### config.mk
export PLATFORM = sky130hd
export DESIGN_NAME = register_file_sb
export DESIGN_NICKNAME = d
export VERILOG_FILES = /design/src/rtl/register_file_sb.sv
export SDC_FILE = /design/constraint.sdc
export NUM_CORES = 1
export LEC_CHECK = 0
export CAP_MARGIN = 15
export CORE_AREA = 4 4 245 247
export CTS_CLUSTER_SIZE = 25
export DETAILED_ROUTE_END_ITERATION = 8
export DIE_AREA = 0 0 249 251
export PLACE_DENSITY = 0.74
export SLEW_MARGIN = 20
export SYNTH_ARGS = -nofsm -noshare
export SYNTH_HDL_FRONTEND = slang
export SYNTH_SLANG_ARGS = --single-unit
### constraint.sdc
create_clock -name i_clk -period 6.6 [get_ports i_clk]
set_clock_uncertainty 0.1 [all_clocks]
set_input_delay 0.99 -clock i_clk [delete_from_list [all_inputs] [get_ports i_clk]]
set_output_delay 0.99 -clock i_clk [all_outputs]
set_load 0.02 [all_outputs]
### src/rtl/register_file_sb.sv
// Two-write/two-read register file with zero-cycle write bypass and a
// one-bit-per-register scoreboard of pending destination writes.
module register_file_sb #(
  parameter int unsigned DATA_WIDTH = 32,
  parameter int unsigned ADDR_WIDTH = 4,
  parameter int unsigned ZERO_REG   = 0
) (
  input  logic                        i_clk,
  input  logic                        i_reset,
  input  logic                        i_we0,
  input  logic                        i_we1,
  input  logic [ADDR_WIDTH-1:0]       i_ws0,
  input  logic [ADDR_WIDTH-1:0]       i_ws1,
  input  logic [DATA_WIDTH-1:0]       i_wd0,
  input  logic [DATA_WIDTH-1:0]       i_wd1,
  input  logic [ADDR_WIDTH-1:0]       i_rs1,
  input  logic [ADDR_WIDTH-1:0]       i_rs2,
  output logic [DATA_WIDTH-1:0]       o_rd1,
  output logic [DATA_WIDTH-1:0]       o_rd2,
  input  logic                        i_issue,
  input  logic [ADDR_WIDTH-1:0]       i_issue_rd,
  output logic                        o_busy1,
  output logic                        o_busy2,
  output logic [(2**ADDR_WIDTH)-1:0]  o_busy_vec
);

  localparam int unsigned NUM_REGS = 2 ** ADDR_WIDTH;
  localparam bit          ZeroReg  = (ZERO_REG != 0);

  logic [DATA_WIDTH-1:0] regs_q [NUM_REGS];
  logic [NUM_REGS-1:0]   busy_q, busy_d;
  logic                  wr0_en, wr1_en;

  // Writes to a hardwired register 0 are dropped before they reach storage.
  assign wr0_en = i_we0 && !(ZeroReg && (i_ws0 == '0));
  assign wr1_en = i_we1 && !(ZeroReg && (i_ws1 == '0));

  // Issue is applied after write-clears so a same-cycle issue leaves the bit set.
  always_comb begin
    busy_d = busy_q;
    if (i_we0) busy_d[i_ws0] = 1'b0;
    if (i_we1) busy_d[i_ws1] = 1'b0;
    if (i_issue) busy_d[i_issue_rd] = 1'b1;
    if (ZeroReg) busy_d[0] = 1'b0;
  end

  // Port 1 is written last so it wins a same-register collision.
  always_ff @(posedge i_clk) begin
    if (i_reset) begin
      for (int i = 0; i < NUM_REGS; i++) regs_q[i] <= '0;
      busy_q <= '0;
    end else begin
      if (wr0_en) regs_q[i_ws0] <= i_wd0;
      if (wr1_en) regs_q[i_ws1] <= i_wd1;
      busy_q <= busy_d;
    end
  end

  logic [ADDR_WIDTH-1:0] rs_sel [2];
  logic [DATA_WIDTH-1:0] rd_val [2];
  logic                  busy_val [2];

  assign rs_sel[0] = i_rs1;
  assign rs_sel[1] = i_rs2;

  for (genvar p = 0; p < 2; p++) begin : g_read
    logic hit0, hit1;
    assign hit0 = i_we0 && (i_ws0 == rs_sel[p]);
    assign hit1 = i_we1 && (i_ws1 == rs_sel[p]);

    always_comb begin
      rd_val[p] = regs_q[rs_sel[p]];
      if (hit0) rd_val[p] = i_wd0;
      if (hit1) rd_val[p] = i_wd1;
      if (ZeroReg && (rs_sel[p] == '0)) rd_val[p] = '0;
    end

    assign busy_val[p] = busy_q[rs_sel[p]] && !(hit0 || hit1);
  end

  assign o_rd1      = rd_val[0];
  assign o_rd2      = rd_val[1];
  assign o_busy1    = busy_val[0];
  assign o_busy2    = busy_val[1];
  assign o_busy_vec = busy_q;

endmodule

==> insert_results.sql <==
INSERT INTO impl_metrics (metric_group, metric, value, unit) VALUES
('status', 'run_status', 'finished clean', ''),
('timing', 'post-route-min-period', '5.55', 'ns'),
('synth', 'synth.top_cell.area_share', '48.5', '%'),
('timing', 'final-max-slew-violation-count', '0', ''),
('cts', 'cts_resized', '0', ''),
('floorplan', 'chipHeight', '251', 'um'),
('grt', 'global_route.usage.total', '35.1', '%'),
('cts', 'clockRootBuffer', 'sky130_fd_sc_hd__clkbuf_16', ''),
('grt', 'globalRouteOverflowTotal', '0', ''),
('timing', 'slew_headroom', '14.7', '%'),
('floorplan', 'std_cell_rows', '88', ''),
('timing', 'clock.fmax', '180', 'MHz'),
('power', 'p_leak', '0.0121', 'uW'),
('finish', 'area_growth', '11.9', '%'),
('cts', 'cts_made_buffers', '54', ''),
('timing', 'rsz0062_at_grt', 'no', ''),
('grt', 'largest_net_degree_at_the_start_of_global_routing', '83', ''),
('synth', 'syn_area_per_cell', '13.7', 'um2'),
('hold_path', 'holdPathStages', '2', ''),
('routing', 'routed_wl', '114000', 'um'),
('routing', 'drtIter0Drc', '4153', ''),
('routing', 'antenna_left', '0', ''),
('synth', 'synth.distinct_cells', '38', ''),
('setup_path', 'crit_arrival', '4.46', 'ns'),
('synth', 'yosys.area.top_type', 'sky130_fd_sc_hd__edfxtp_1', ''),
('timing', 'setup_tns', '0', 'ns'),
('synth', 'ys_seq_elements', '528', ''),
('routing', 'dr.pass1.iters', '6', ''),
('routing', 'detailed_route_drc_error_count', '0', ''),
('floorplan', 'core_area', '57600', 'um2'),
('cts', 'clkTransAtPathRegs', '0.06', 'ns'),
('synth', 'synth.net_count', '2395', ''),
('routing', 'detail_route.wl_per_cell', '37.2', 'um'),
('finish', 'n_fill_cell', '4234', ''),
('setup_path', 'critical_path.max_fanout', '32', ''),
('setup_path', 'critical_path_buf_inv_count', '2', ''),
('grt', 'grt_pass1_wl', '164000', 'um'),
('floorplan', 'boundaryPins', '171', ''),
('setup_path', 'cell_occurring_most_often_along_the_worst_timing_path', 'sky130_fd_sc_hd__clkdlybuf4s50_1', ''),
('setup_path', 'reg2regPathDepth', '2', ''),
('placed_design', 'placed_cells', '2951', ''),
('timing', 'part_of_the_cycle_the_worst_path_needs', '84.1', '%'),
('placed_design', 'placement.cell_area', '33700', 'um2'),
('finish', 'seq_area', '15700', 'um2'),
('cts', 'post_cts_buffers', '0', ''),
('cts', 'worstSkewPairLatency', '0.62', 'ns'),
('synth', 'synth.yosys.warnings', '0', ''),
('job', 'max_cap_violations', '0', ''),
('cts', 'cts_num_sinks', '528', ''),
('setup_path', 'timing_worst_setup_path_type', 'input pin to output port', ''),
('cts', 'ctsHoldBuffers', '0', ''),
('synth', 'synth.top_cells.by_count', '512 x sky130_fd_sc_hd__a22o_1, 512 x sky130_fd_sc_hd__edfxtp_1, 202 x sky130_fd_sc_hd__mux4_2, 166 x sky130_fd_sc_hd__clkbuf_1, 128 x sky130_fd_sc_hd__mux2i_1', ''),
('routing', 'vias_per_cell', '8.10', ''),
('timing', 'finalWorstSetupSlack', '1.05', 'ns'),
('grt', 'first_global_vias', '24800', ''),
('floorplan', 'floorplan.initialDensity', '55.0', '%'),
('setup_path', 'timing.critical_path.from_type', 'input pin', ''),
('floorplan', 'die-area', '62500', 'um2'),
('synth', 'synth_top_cells_by_area', 'sky130_fd_sc_hd__edfxtp_1 49%, sky130_fd_sc_hd__mux4_2 14%, sky130_fd_sc_hd__a22o_1 14%', ''),
('floorplan', 'floorplan.die.width', '249', 'um'),
('setup_path', 'critical_path.top_delay_family', 'simple AND/OR/NAND/NOR gates', ''),
('finish', 'design_area', '35500', 'um2'),
('grt', 'initial_antenna_violation_count', '5', ''),
('setup_path', 'timing.critical_path.required', '5.51', 'ns'),
('cts', 'clock_path_buffers', '3', ''),
('finish', 'area_of_combinational_cells_with_multiple_inputs', '14600', 'um2'),
('setup_path', 'critPathSlowestCell', 'sky130_fd_sc_hd__nand2b_4', ''),
('placed_design', 'place_worst_setup_slack', '1.14', 'ns'),
('finish', 'finalNonFillerCells', '3053', ''),
('hold_path', 'hold_path.class', 'flip-flop to flip-flop', ''),
('timing', 'hold_ws', '0.423', 'ns');
-- worst reg2reg max path, delay by kind of cell, from the launching register on --
kind            cells  cell delay (ns)
compound gates      1             0.20
buf+inv             1             0.09
flops               1             0.38
-- sequential cells by signal, summed over array words and instances (netlist names) --
name and cells:
regs_q 512, o_busy_vec 16
-- cell type report --
| type | count | area share (%) |
|---|---|---|
| well taps | 765 | 2.70 |
| clock buffers | 65 | 3.99 |
| diodes | 3 | 0.0212 |
| clock inverters | 31 | 0.875 |
| inverters | 19 | 0.205 |
| flip-flops and latches | 528 | 44.3 |
| repair buffers | 247 | 6.79 |
| multi-input cells | 1395 | 41.1 |
-- power by group --
part	switching, uW	total [uW]	internal [uW]
logic	850	1510	662
clock network	1340	3090	1750
registers	118	4040	3920
total	2310	8640	6330
-- cells by family (layout without fill, tap and decap cells) --
family / count (synthesis) / after routing / share of synthesized area (%)
AO/OA/AOI/OAI: 720 / 720 / 19.5
XOR/XNOR: 16 / 16 / 0.442
buffers and inverters: 383 / 362 / 5.33
flip-flops: 528 / 528 / 49.5
multiplexers: 394 / 394 / 20.7
other: 0 / 3 / 0
AND/OR/NAND/NOR: 265 / 265 / 4.47
-- worst paths after layout --
| path | slack [ns] | end | startpoint |
|---|---|---|---|
| setup / recovery | 1.05 | o_rd2[2] | i_ws1[1] |
| hold / removal | 0.42 | o_busy_vec[10]$_SDFF_PP0_ | o_busy_vec[10]$_SDFF_PP0_ |
| setup reg to reg | 5.73 | o_busy_vec[5]$_SDFF_PP0_ | o_busy_vec[5]$_SDFF_PP0_ |
| hold reg to reg | 0.42 | o_busy_vec[10]$_SDFF_PP0_ | o_busy_vec[10]$_SDFF_PP0_ |
-- per-stage QoR --
stage                     power, uW  util, %
after detailed placement       5570     58.4
final                          8640     61.6
after global routing           8840     61.5
after global placement         5520     58.3
after floorplan                5030        -
after CTS                      8580     61.4
-- layer usage --
layer	wire (um)	vias to the layer above	GRT usage, %
met5	26	-	0
met4	6970	4	19.6
met3	16100	535	9.06
met2	53600	2450	57.1
met1	36800	12200	43.3
li1	-	9524	-
-- cells in the final DEF (no fill, tap or decap), types with 5 or more instances in the layout --
master / n
sky130_fd_sc_hd__a221oi_1: 64
sky130_fd_sc_hd__a22o_1: 512
sky130_fd_sc_hd__buf_12: 7
sky130_fd_sc_hd__buf_4: 67
sky130_fd_sc_hd__bufinv_16: 6
sky130_fd_sc_hd__clkbuf_1: 10
sky130_fd_sc_hd__clkbuf_16: 55
sky130_fd_sc_hd__clkdlybuf4s50_1: 162
sky130_fd_sc_hd__clkinv_1: 7
sky130_fd_sc_hd__clkinv_2: 14
sky130_fd_sc_hd__dfxtp_1: 16
sky130_fd_sc_hd__edfxtp_1: 512
sky130_fd_sc_hd__inv_1: 17
sky130_fd_sc_hd__mux2_2: 64
sky130_fd_sc_hd__mux2i_1: 128
sky130_fd_sc_hd__mux4_2: 202
sky130_fd_sc_hd__nand2_1: 70
sky130_fd_sc_hd__nand2b_1: 6
sky130_fd_sc_hd__nand3b_1: 7
sky130_fd_sc_hd__nand4_1: 64
sky130_fd_sc_hd__nor2_1: 32
sky130_fd_sc_hd__nor2_4: 15
sky130_fd_sc_hd__nor3_1: 9
sky130_fd_sc_hd__nor3_4: 14
sky130_fd_sc_hd__o21ai_0: 29
sky130_fd_sc_hd__o21ai_1: 35
sky130_fd_sc_hd__o221a_2: 64
sky130_fd_sc_hd__o22ai_1: 16
sky130_fd_sc_hd__or2_2: 5
sky130_fd_sc_hd__or3_2: 15
sky130_fd_sc_hd__xor2_1: 12
Note: power is estimated with default switching activity, not from simulation.
